[src/rtl/holy_plic_claim_ctrl.sv]
// ---------------------------------------------------------------------------
// holy_plic_claim_ctrl
// Hardware claim/complete sequencer for holy_plic. When ext_irq_i is seen in
// IDLE, it reads the PLIC claim register over AXI-Lite. A non-zero ID is held
// on irq_valid_o/irq_id_o until the core signals irq_done_i. The same ID is
// then written back to the claim register as the completion.
//
// Ports:
//   clk, rst_n          clock, synchronous active-low reset
//   ext_irq_i           level interrupt from holy_plic
//   irq_valid_o/id_o    claimed ID presented to the core
//   irq_done_i          core finished servicing (pulse or level)
//   bus_err_o           one-cycle pulse on a non-OKAY rresp/bresp
//   m_axi_*             AXI-Lite master (AR/R for claim, AW/W/B for complete)
//
// ID_W must be <= 32.
// ---------------------------------------------------------------------------
module holy_plic_claim_ctrl #(
    parameter logic [31:0] CLAIM_ADDR = 32'h0000_0004,
    parameter int unsigned ID_W       = 5
) (
    input  logic            clk,
    input  logic            rst_n,
    input  logic            ext_irq_i,
    output logic            irq_valid_o,
    output logic [ID_W-1:0] irq_id_o,
    input  logic            irq_done_i,
    output logic            bus_err_o,
    output logic [31:0]     m_axi_araddr,
    output logic            m_axi_arvalid,
    input  logic            m_axi_arready,
    input  logic [31:0]     m_axi_rdata,
    input  logic [1:0]      m_axi_rresp,
    input  logic            m_axi_rvalid,
    output logic            m_axi_rready,
    output logic [31:0]     m_axi_awaddr,
    output logic            m_axi_awvalid,
    input  logic            m_axi_awready,
    output logic [31:0]     m_axi_wdata,
    output logic [3:0]      m_axi_wstrb,
    output logic            m_axi_wvalid,
    input  logic            m_axi_wready,
    input  logic [1:0]      m_axi_bresp,
    input  logic            m_axi_bvalid,
    output logic            m_axi_bready
);

    localparam logic [1:0] RESP_OKAY = 2'b00;

    typedef enum logic [2:0] {
        S_IDLE,
        S_AR,
        S_R,
        S_HOLD,
        S_WR,
        S_WR_B
    } state_t;

    state_t          state_q;
    state_t          state_nx;
    logic            arvalid_nx;
    logic            rready_nx;
    logic            awvalid_nx;
    logic            wvalid_nx;
    logic            bready_nx;
    logic            irq_valid_nx;
    logic            bus_err_nx;
    logic [ID_W-1:0] id_nx;

    logic ar_hs;
    logic r_hs;
    logic b_hs;
    logic aw_done;
    logic w_done;

    assign ar_hs = m_axi_arvalid && m_axi_arready;
    assign r_hs  = m_axi_rvalid  && m_axi_rready;
    assign b_hs  = m_axi_bvalid  && m_axi_bready;

    // In WR each valid rises on entry, so a low valid means that channel is done
    assign aw_done = !m_axi_awvalid || m_axi_awready;
    assign w_done  = !m_axi_wvalid  || m_axi_wready;

    // Fixed address/strobe; completion data is the latched ID zero-extended
    assign m_axi_araddr = CLAIM_ADDR;
    assign m_axi_awaddr = CLAIM_ADDR;
    assign m_axi_wstrb  = 4'hF;
    assign m_axi_wdata  = 32'(irq_id_o);

    // State and registered outputs
    always_ff @(posedge clk) begin
        if (!rst_n) begin
            state_q       <= S_IDLE;
            m_axi_arvalid <= 1'b0;
            m_axi_rready  <= 1'b0;
            m_axi_awvalid <= 1'b0;
            m_axi_wvalid  <= 1'b0;
            m_axi_bready  <= 1'b0;
            irq_valid_o   <= 1'b0;
            irq_id_o      <= '0;
            bus_err_o     <= 1'b0;
        end else begin
            state_q       <= state_nx;
            m_axi_arvalid <= arvalid_nx;
            m_axi_rready  <= rready_nx;
            m_axi_awvalid <= awvalid_nx;
            m_axi_wvalid  <= wvalid_nx;
            m_axi_bready  <= bready_nx;
            irq_valid_o   <= irq_valid_nx;
            irq_id_o      <= id_nx;
            bus_err_o     <= bus_err_nx;
        end
    end

    // Next-state logic
    always_comb begin
        state_nx = state_q;
        case (state_q)
            S_IDLE: if (ext_irq_i) state_nx = S_AR;
            S_AR:   if (ar_hs) state_nx = S_R;
            S_R: begin
                if (r_hs) begin
                    if (m_axi_rresp != RESP_OKAY || m_axi_rdata == 32'h0) begin
                        state_nx = S_IDLE;
                    end else begin
                        state_nx = S_HOLD;
                    end
                end
            end
            S_HOLD: if (irq_done_i) state_nx = S_WR;
            S_WR:   if (aw_done && w_done) state_nx = S_WR_B;
            S_WR_B: if (b_hs) state_nx = S_IDLE;
            default: state_nx = S_IDLE;
        endcase
    end

    // Next values of the registered outputs, decoded from the upcoming state
    always_comb begin
        arvalid_nx   = (state_nx == S_AR);
        rready_nx    = (state_nx == S_R);
        bready_nx    = (state_nx == S_WR_B);
        irq_valid_nx = (state_nx == S_HOLD);
        awvalid_nx   = (state_nx == S_WR) &&
                       ((state_q != S_WR) || (m_axi_awvalid && !m_axi_awready));
        wvalid_nx    = (state_nx == S_WR) &&
                       ((state_q != S_WR) || (m_axi_wvalid && !m_axi_wready));
        bus_err_nx   = ((state_q == S_R)    && r_hs && (m_axi_rresp != RESP_OKAY)) ||
                       ((state_q == S_WR_B) && b_hs && (m_axi_bresp != RESP_OKAY));
        id_nx        = irq_id_o;
        if (state_q == S_R && r_hs && m_axi_rresp == RESP_OKAY && m_axi_rdata != 32'h0) begin
            id_nx = m_axi_rdata[ID_W-1:0];
        end
    end

endmodule

[config.mk]
export PLATFORM = sky130hd
export DESIGN_NAME = holy_plic_claim_ctrl
export DESIGN_NICKNAME = d
export VERILOG_FILES = /design/src/rtl/holy_plic_claim_ctrl.sv
export SDC_FILE = /design/constraint.sdc
export NUM_CORES = 1
export LEC_CHECK = 0
export CELL_PAD_IN_SITES_DETAIL_PLACEMENT = 0
export CELL_PAD_IN_SITES_GLOBAL_PLACEMENT = 1
export CORE_ASPECT_RATIO = 0.6
export CORE_MARGIN = 10
export CORE_UTILIZATION = 19
export CTS_BUF_LIST = sky130_fd_sc_hd__clkbuf_4
export CTS_CLUSTER_DIAMETER = 150
export DETAILED_ROUTE_END_ITERATION = 10
export MAX_ROUTING_LAYER = met4
export PLACE_DENSITY_LB_ADDON = 0.1
export SYNTH_ARGS = -nofsm -noshare
export SYNTH_HDL_FRONTEND = slang
export SYNTH_SLANG_ARGS = --single-unit
[constraint.sdc]
create_clock -name clk -period 2.3 [get_ports clk]
set_clock_uncertainty 0.15 [all_clocks]
set_input_delay 0.46 -clock clk [delete_from_list [all_inputs] [get_ports clk]]
set_output_delay 0.46 -clock clk [all_outputs]
set_load 0.01 [all_outputs]
==> results_dict.tcl, run 1 <==
set metrics [dict create \
    grt_setup_unrepaired "no" \
    die-width_microns 137 \
    nets 296 \
    final_cell_area_sq_um 1980 \
    start_util_pct 19.7 \
    crit_path_max_incr_delay_ns 0.45 \
    coreArea_sq_um 7950 \
    cts.path.max_buffers 2 \
    cap_violations 0 \
    grt_first_pass_wirelength_microns 6910 \
    finalSetupTns_ns 0 \
    cpMaxStageDelayCell "clkdlybuf4s50_1" \
    clk_latency_ns 0.29 \
    synth.distinct_cells 34 \
    die_area_sq_um 12400 \
    holdWs_ns 0.334 \
    period_share_pct 93.5 \
    place.gp.congestion 0.790 \
    drtIter0Drc 24 \
    antenna_found_initial 0 \
    drt_wl_total_microns 5030 \
    r2r-start "state_q[1]$_SDFF_PN0_" \
    grt_start_max_net_pins 11 \
    min_period_ns 2.15 \
    yosys.area.top_type_share_pct 48.4 \
    post_cts_buffers 0 \
    dieHeight_microns 90.3 \
    portBuffers 61 \
    critical_path.max_fanout 5 \
    ff2ff_setup_slack_ns 0.32 \
    vias 1160 \
    hold_viol_final 0 \
    finalSetupViolCount 0 \
    overflow 0 \
    ir_drop_mv 0.105 \
    max_freq_ghz 0.465 \
    root_buffer "clkbuf_4" \
    layout_setup_ws_ns 0.149 \
    cts_tree "yes" \
    ys_seq_area_share_pct 19.2 \
    syn_avg_cell_area_sq_um 8.33 \
    worstSetupEndpointType "flip-flop" \
    fin_util_pct 24.9 \
    syn_inst 188 \
    outcome "finished clean" \
    synth_largest_area_cell "buf_4" \
    slew_viol_final 0 \
    fillers 929 \
    vias_per_cell 3.24 \
    clk_pin_slew_worst_paths_ns 0.10 \
    track_usage_pct 7.20 \
    p_leak_nw 0.838 \
    multi_input_area_sq_um 831 \
    wl_per_cell_microns 14.1 \
    holdPathEnd "irq_id_o[4]$_SDFFE_PN0P_" \
    critPathKind "in2reg" \
    cts_buffers 3 \
    powerDensity_nw_per_um2 374 \
    start_kind "input pin" \
    holdPathStages 2 \
    drt-pass1-iter-count 4 \
    reg2regPathDepth 5 \
    detail-route-antenna-nets 0 \
    seqCellArea_sq_um 300 \
    dp_slack_ns -0.200 \
    ys_ff_latch 15 \
    critPathArrivalTime_ns 2.18 \
    rows 25 \
    n_antenna_cell 0 \
    drc_errors 0 \
    r2r-end "irq_id_o[0]$_SDFFE_PN0P_" \
    crit_chain "clkdlybuf4s50_1, nor4_2, nand4_1, o211a_1, buf_4, mux2i_1" \
    numClockSinks 15 \
    areaGrowthSynthToFinish_pct 26.2 \
    mostFrequentLayoutCells "conb_1, clkdlybuf4s50_1, dfxtp_1" \
    hp-start "irq_id_o[4]$_SDFFE_PN0P_" \
    grt_pass1_vias 1216 \
    place_hpwl_microns 4520 \
    synthTopCellsByArea "buf_4, dfxtp_1, nor4_2" \
    cts_hold_buf 0 \
    placedInstanceArea_sq_um 1940 \
    yosys_warnings 0 \
    htree_levels 1 \
    io-pin-count 157 \
    hp-class "reg2reg" \
    critPathRequiredTime_ns 2.33 \
    mostFrequentLayoutCell "conb_1" \
    synth_area_sq_um 1570 \
    layout-drive-gt1-share_pct 8.80 \
]
==> repair_timing <==
| item | 4_1_cts | 5_1_grt |
|---|---|---|
| endpoints found under the setup margin | 0 | 2 |
| gates resized for setup | 0 | 1 |
| endpoints found under the hold margin | 0 | 0 |
==> through the flow <==
stage               total power, mW  instances
finish                        0.738        358
global route                  0.789        358
CTS                           0.741        358
detailed placement            0.579        354
global placement              0.581        354
floorplan                     0.571        281
==> cells in the mapped netlist (all sizes together) <==
library cell  instances
o221a                 1
a2bb2oi               1
a221oi                1
mux2i                 5
a2111oi               1
inv                   3
nor2                  3
nor4b                 2
nor4                  9
clkbuf                2
nor3b                 3
a31oi                 1
o21ai                 2
nand2                14
o221ai                1
nand3b                1
o211a                 1
nand4                 2
nand2b                1
a32o                  1
buf                 102
nand3                 2
and3                  1
a21oi                 4
a311o                 1
o211ai                2
conb                  2
nor2b                 4
dfxtp                15
==> power by group <==
group | switching, mW | total (mW) | internal, mW | leakage, nW
registers | 0.0209 | 0.297 | 0.276 | 0.122
clock network | 0.0917 | 0.156 | 0.0646 | 0.0177
logic | 0.157 | 0.285 | 0.128 | 0.699
total | 0.269 | 0.738 | 0.469 | 0.838
==> how the worst max path moves through the flow <==
| stage | slack [ns] | depth (start not counted) | end | startpoint |
|---|---|---|---|---|
| 2_1_floorplan | 0.53 | 5 | m_axi_rready$_SDFF_PN0_ | m_axi_rdata[24] |
| 3_3_place_gp | -0.27 | 7 | irq_valid_o$_SDFF_PN0_ | m_axi_rdata[6] |
| 3_5_place_dp | -0.20 | 7 | irq_valid_o$_SDFF_PN0_ | m_axi_rdata[6] |
| 4_1_cts | 0.1 | 7 | irq_valid_o$_SDFF_PN0_ | m_axi_rdata[6] |
| 5_1_grt | 0.002 | 7 | irq_valid_o$_SDFF_PN0_ | m_axi_rdata[8] |
| 6_report | 0.15 | 6 | irq_id_o[0]$_SDFFE_PN0P_ | m_axi_rdata[4] |
==> registers in the layout, summed over array words and instances (netlist names) <==
register / flops
bus_err_o: 1
irq_id_o: 5
irq_valid_o: 1
m_axi_arvalid: 1
m_axi_awvalid: 1
m_axi_bready: 1
m_axi_rready: 1
m_axi_wvalid: 1
state_q: 3
==> final cells by class <==
cell class,count,area share (%)
clock buffer,3,1.14
timing repair buffer,69,33.9
sequential,15,15.2
multi-input combinational,159,42.1
clock inverter,1,0.253
tap,108,6.84
inverter,3,0.570
==> worst max-delay path: cells and delay by family <==
kind / cells / cell delay (ns)
and+or+nand+nor: 2 / 0.61
AOI/OAI and AO/OA: 1 / 0.34
muxes: 1 / 0.12
buffers and inverters: 2 / 0.65
==> routing by layer <==
metal / wire length, microns / vias to the layer above / track usage, %
met3: 456 / 2 / 2.33
met2: 2020 / 84 / 10.1
li1: - / 558 / -
met4: 8 / 0 / 1.05
met1: 2550 / 516 / 9.89
met5: 0 / - / -
==> logic make-up (layout without fill, tap and decap cells) <==
family	count (synthesis)	count (layout)	synth area share, %
AOI/OAI and AO/OA	17	17	9.35
buffers and inverters	107	76	50.4
DFF	15	15	19.2
muxes	5	5	3.20
other	2	95	0.480
and+or+nand+nor	42	42	17.3
No activity file was read; power rests on OpenSTA's default activity.
==> run 2, diff against run 1 <==
Settings changed: CORE_ASPECT_RATIO 0.6 to not set.
==> results_dict.tcl, run 2 (synthesized netlist as in run 1, its figures left out) <==
set metrics [dict create \
    outcome "finished clean" \
    slew_viol_final 0 \
    mostFrequentLayoutCells "conb_1, clkdlybuf4s50_1, dfxtp_1" \
    areaGrowthSynthToFinish_pct 25.1 \
    io-pin-count 157 \
    hold_viol_final 0 \
    critPathRequiredTime_ns 2.33 \
    regMostFlops "irq_id_o" \
    drt_wl_total_microns 4660 \
    post_cts_buffers 0 \
    cts_hold_buf 0 \
    start_util_pct 19.2 \
    powerDensity_nw_per_um2 373 \
    period_share_pct 89.1 \
    grt_start_max_net_pins 11 \
    htree_levels 1 \
    pwr-share-comb_pct 38.2 \
    seq_power_share_pct 40.7 \
    drtIter0Drc 25 \
    drc_errors 0 \
    die-width_microns 111 \
    ir_drop_mv 0.144 \
    nets 295 \
    grt_pass1_vias 1293 \
    detail-route-antenna-nets 0 \
    hp-class "reg2reg" \
    cts.path.max_buffers 2 \
    finalSetupViolCount 0 \
    reg2regPathDepth 5 \
    cts_tree "yes" \
    ctsResizeCount 0 \
    fin_util_pct 24.1 \
    drt-pass1-iter-count 4 \
    holdPathStages 2 \
    wl_per_cell_microns 13.2 \
    mostFrequentLayoutCell "conb_1" \
    worstSetupEndpointType "flip-flop" \
    clk_pin_slew_worst_paths_ns 0.09 \
    vias_per_cell 3.21 \
    grt_setup_unrepaired "no" \
    die_area_sq_um 12300 \
    p_total_uw 730 \
    root_buffer "clkbuf_4" \
    grt_first_pass_wirelength_microns 7200 \
    antenna_found_initial 0 \
    layout-drive-gt1-share_pct 8.03 \
    switching_share_pct 35.9 \
    n_antenna_cell 0 \
    critPathArrivalTime_ns 2.08 \
    reg_top3 "irq_id_o (5), state_q (3)" \
    start_kind "input pin" \
    min_period_ns 2.05 \
    place_hpwl_microns 4230 \
    numClockSinks 15 \
    track_usage_pct 7.37 \
    cap_violations 0 \
    max_freq_ghz 0.488 \
    critical_path.max_fanout 5 \
    rows 33 \
    critPathKind "in2reg" \
    coreArea_sq_um 8130 \
    overflow 0 \
    pwr-share-clk_pct 21.1 \
    p_leak_nw 0.833 \
    largest_reg_flops 5 \
    place.gp.congestion 0.658 \
    portBuffers 61 \
    clk_latency_ns 0.29 \
    cts_buffers 3 \
    netSwitchingPower_uw 262 \
    vias 1137 \
    dieHeight_microns 111 \
    p_int_uw 467 \
]
## run 2: path summary, 6_finish.rpt
path                            startpoint                       end  slack [ns]
hold / removal    irq_id_o[0]$_SDFFE_PN0P_  irq_id_o[0]$_SDFFE_PN0P_        0.33
hold reg to reg   irq_id_o[0]$_SDFFE_PN0P_  irq_id_o[0]$_SDFFE_PN0P_        0.33
setup / recovery            m_axi_rdata[6]  irq_id_o[1]$_SDFFE_PN0P_        0.25
setup reg to reg     state_q[1]$_SDFF_PN0_  irq_id_o[3]$_SDFFE_PN0P_        0.41
## run 2: area by class of cell
type / count / area (sq um)
Tap cell: 105 / 131
Sequential cell: 15 / 300
Clock buffer: 3 / 22.5
Multi-Input combinational cell: 159 / 825
Inverter: 3 / 11.3
Clock inverter: 1 / 5.00
Timing Repair Buffer: 68 / 663
Fill cell: 907 / 6180
## run 2: layer usage
layer / global-route usage (%) / vias to the layer above / routed length (microns)
met2: 12.9 / 72 / 2520
met3: 2.44 / 4 / 356
met1: 7.50 / 502 / 1750
li1: - / 559 / -
met5: - / - / 0
met4: 2.60 / 0 / 42
## run 2: stage by stage
stage	instance area (sq um)	setup TNS (ns)	instances	hold WS [ns]	worst slack (ns)
floorplan	1910	0	281	0.341	0.529
global placement	1930	-1.32	350	0.318	-0.169
detailed placement	1930	-0.733	350	0.326	-0.0951
CTS	1960	0	354	0.341	0.214
global route	1960	0	354	0.362	0.122
finish	1960	0	354	0.332	0.250
## run 2: power groups by stage
stage	combinational, mW	clock [mW]	sequential (mW)
floorplan	0.278	0	0.292
global route	0.304	0.185	0.301
CTS	0.273	0.167	0.297
global placement	0.273	0	0.304
finish	0.279	0.154	0.297
detailed placement	0.271	0	0.303
## run 2: worst max-delay path, stage by stage
cell	delay, ns
clkdlybuf4s50_1	0.40
nor4_1	0.30
buf_4	0.16
nand4_1	0.13
o211a_1	0.32
buf_4	0.20
mux2i_1	0.11
==> run 3, diff against run 2 <==
Settings changed: CAP_MARGIN set to 20, CORE_UTILIZATION 19 to 21.
Clock period 2.3 ns to 2.65 ns, I/O delays scaled along.
==> results_dict.tcl, run 3 (synthesized netlist as in run 1, its figures left out) <==
set metrics [dict create \
    critPathKind "in2reg" \
    ir_drop_mv 0.116 \
    post_cts_buffers 0 \
    grt_setup_unrepaired "no" \
    clk_latency_ns 0.28 \
    largest_reg_flops 5 \
    drtIter0Drc 22 \
    coreArea_sq_um 7250 \
    place_hpwl_microns 4090 \
    io-pin-count 157 \
    htree_levels 1 \
    cap_violations 0 \
    areaGrowthSynthToFinish_pct 22.2 \
    vias_per_cell 3.26 \
    slew_viol_final 0 \
    holdPathEnd "irq_id_o[0]$_SDFFE_PN0P_" \
    portBuffers 61 \
    r2r-end "irq_id_o[3]$_SDFFE_PN0P_" \
    dieHeight_microns 106 \
    hp-start "irq_id_o[0]$_SDFFE_PN0P_" \
    antenna_found_initial 0 \
    n_antenna_cell 0 \
    regMostFlops "irq_id_o" \
    cts_buffers 3 \
    overflow 0 \
    reg_top3 "irq_id_o (5), state_q (3)" \
    cts_tree "yes" \
    grt_start_max_net_pins 13 \
    placedInstanceArea_sq_um 1890 \
    grt_pass1_vias 1311 \
    start_kind "input pin" \
    min_period_ns 2.11 \
    final_cell_area_sq_um 1910 \
    cts_hold_buf 0 \
    numClockSinks 15 \
    worstSetupEndpointType "flip-flop" \
    start_util_pct 21.6 \
    ff2ff_setup_slack_ns 0.62 \
    max_freq_ghz 0.475 \
    p_leak_nw 0.809 \
    drt_wl_total_microns 4500 \
    wl_per_cell_microns 13.1 \
    vias 1117 \
    detail-route-antenna-nets 0 \
    r2r-start "state_q[1]$_SDFF_PN0_" \
    holdPathStages 2 \
    drt-pass1-iter-count 4 \
    die-width_microns 106 \
    hold_viol_final 0 \
    reg2regPathDepth 5 \
    finalSetupViolCount 0 \
    holdWs_ns 0.341 \
    grt_first_pass_wirelength_microns 6810 \
    fin_util_pct 26.4 \
    critPathArrivalTime_ns 2.13 \
    powerDensity_nw_per_um2 329 \
    critical_path.max_fanout 5 \
    drc_errors 0 \
    rows 31 \
    root_buffer "clkbuf_4" \
    place.gp.congestion 0.645 \
    outcome "finished clean" \
    nets 290 \
    finalSetupTns_ns 0 \
    hp-class "reg2reg" \
    die_area_sq_um 11300 \
    layout-drive-gt1-share_pct 6.15 \
    critPathRequiredTime_ns 2.68 \
    cts.path.max_buffers 2 \
    mostFrequentLayoutCells "conb_1, clkdlybuf4s50_1, dfxtp_1" \
    ctsResizeCount 0 \
    track_usage_pct 7.68 \
    mostFrequentLayoutCell "conb_1" \
    period_share_pct 79.5 \
    clk_pin_slew_worst_paths_ns 0.10 \
]
run 3: changes by cell type in the layout (fill, tap and decap cells not counted), sizes merged:
cell / change
buf: -5
run 3: metrics by stage:
step / instances / setup WS, ns / total power [mW]
4_1_cts: 343 / 0.517 / 0.633
5_1_grt: 343 / 0.376 / 0.681
2_1_floorplan: 281 / 0.809 / 0.495
3_3_place_gp: 339 / 0.207 / 0.495
6_report: 343 / 0.544 / 0.629
3_5_place_dp: 339 / 0.207 / 0.491
run 3: critical path, cell delays in order:
cell and delay [ns]:
clkdlybuf4s50_1 0.40, nor4_1 0.35, nand4_1 0.22, o211a_1 0.33, buf_4 0.19, mux2i_1 0.12
run 3: cell type report:
class | instances | area (sq um)
Clock inverter | 1 | 5.00
Clock buffer | 3 | 22.5
Tap cell | 99 | 124
Inverter | 3 | 11.3
Timing Repair Buffer | 63 | 626
Multi-Input combinational cell | 159 | 825
Fill cell | 804 | 5340
Sequential cell | 15 | 300
run 3: per-layer routing:
metal | vias to the layer above | global-route usage [%] | part of all wire [%]
met2 | 79 | 13.6 | 52
li1 | 548 | - | -
met4 | 0 | 0.580 | 0.22
met1 | 488 | 7.98 | 39
met3 | 2 | 3.56 | 9.1
met5 | - | - | 0
run 3: worst max path at each step:
stage	slack (ns)	endpoint	from
floorplan	0.81	m_axi_rready$_SDFF_PN0_	m_axi_rdata[24]
global placement	0.21	m_axi_rready$_SDFF_PN0_	m_axi_rdata[6]
detailed placement	0.21	irq_id_o[4]$_SDFFE_PN0P_	m_axi_rdata[6]
CTS	0.52	irq_id_o[3]$_SDFFE_PN0P_	m_axi_rdata[6]
global route	0.38	irq_id_o[3]$_SDFFE_PN0P_	state_q[1]$_SDFF_PN0_
finish	0.54	irq_id_o[3]$_SDFFE_PN0P_	m_axi_rdata[6]
run 3: power by group:
group | internal (mW) | switching [mW]
registers | 0.239 | 0.0164
clock network | 0.0560 | 0.0803
logic | 0.106 | 0.131
total | 0.401 | 0.228
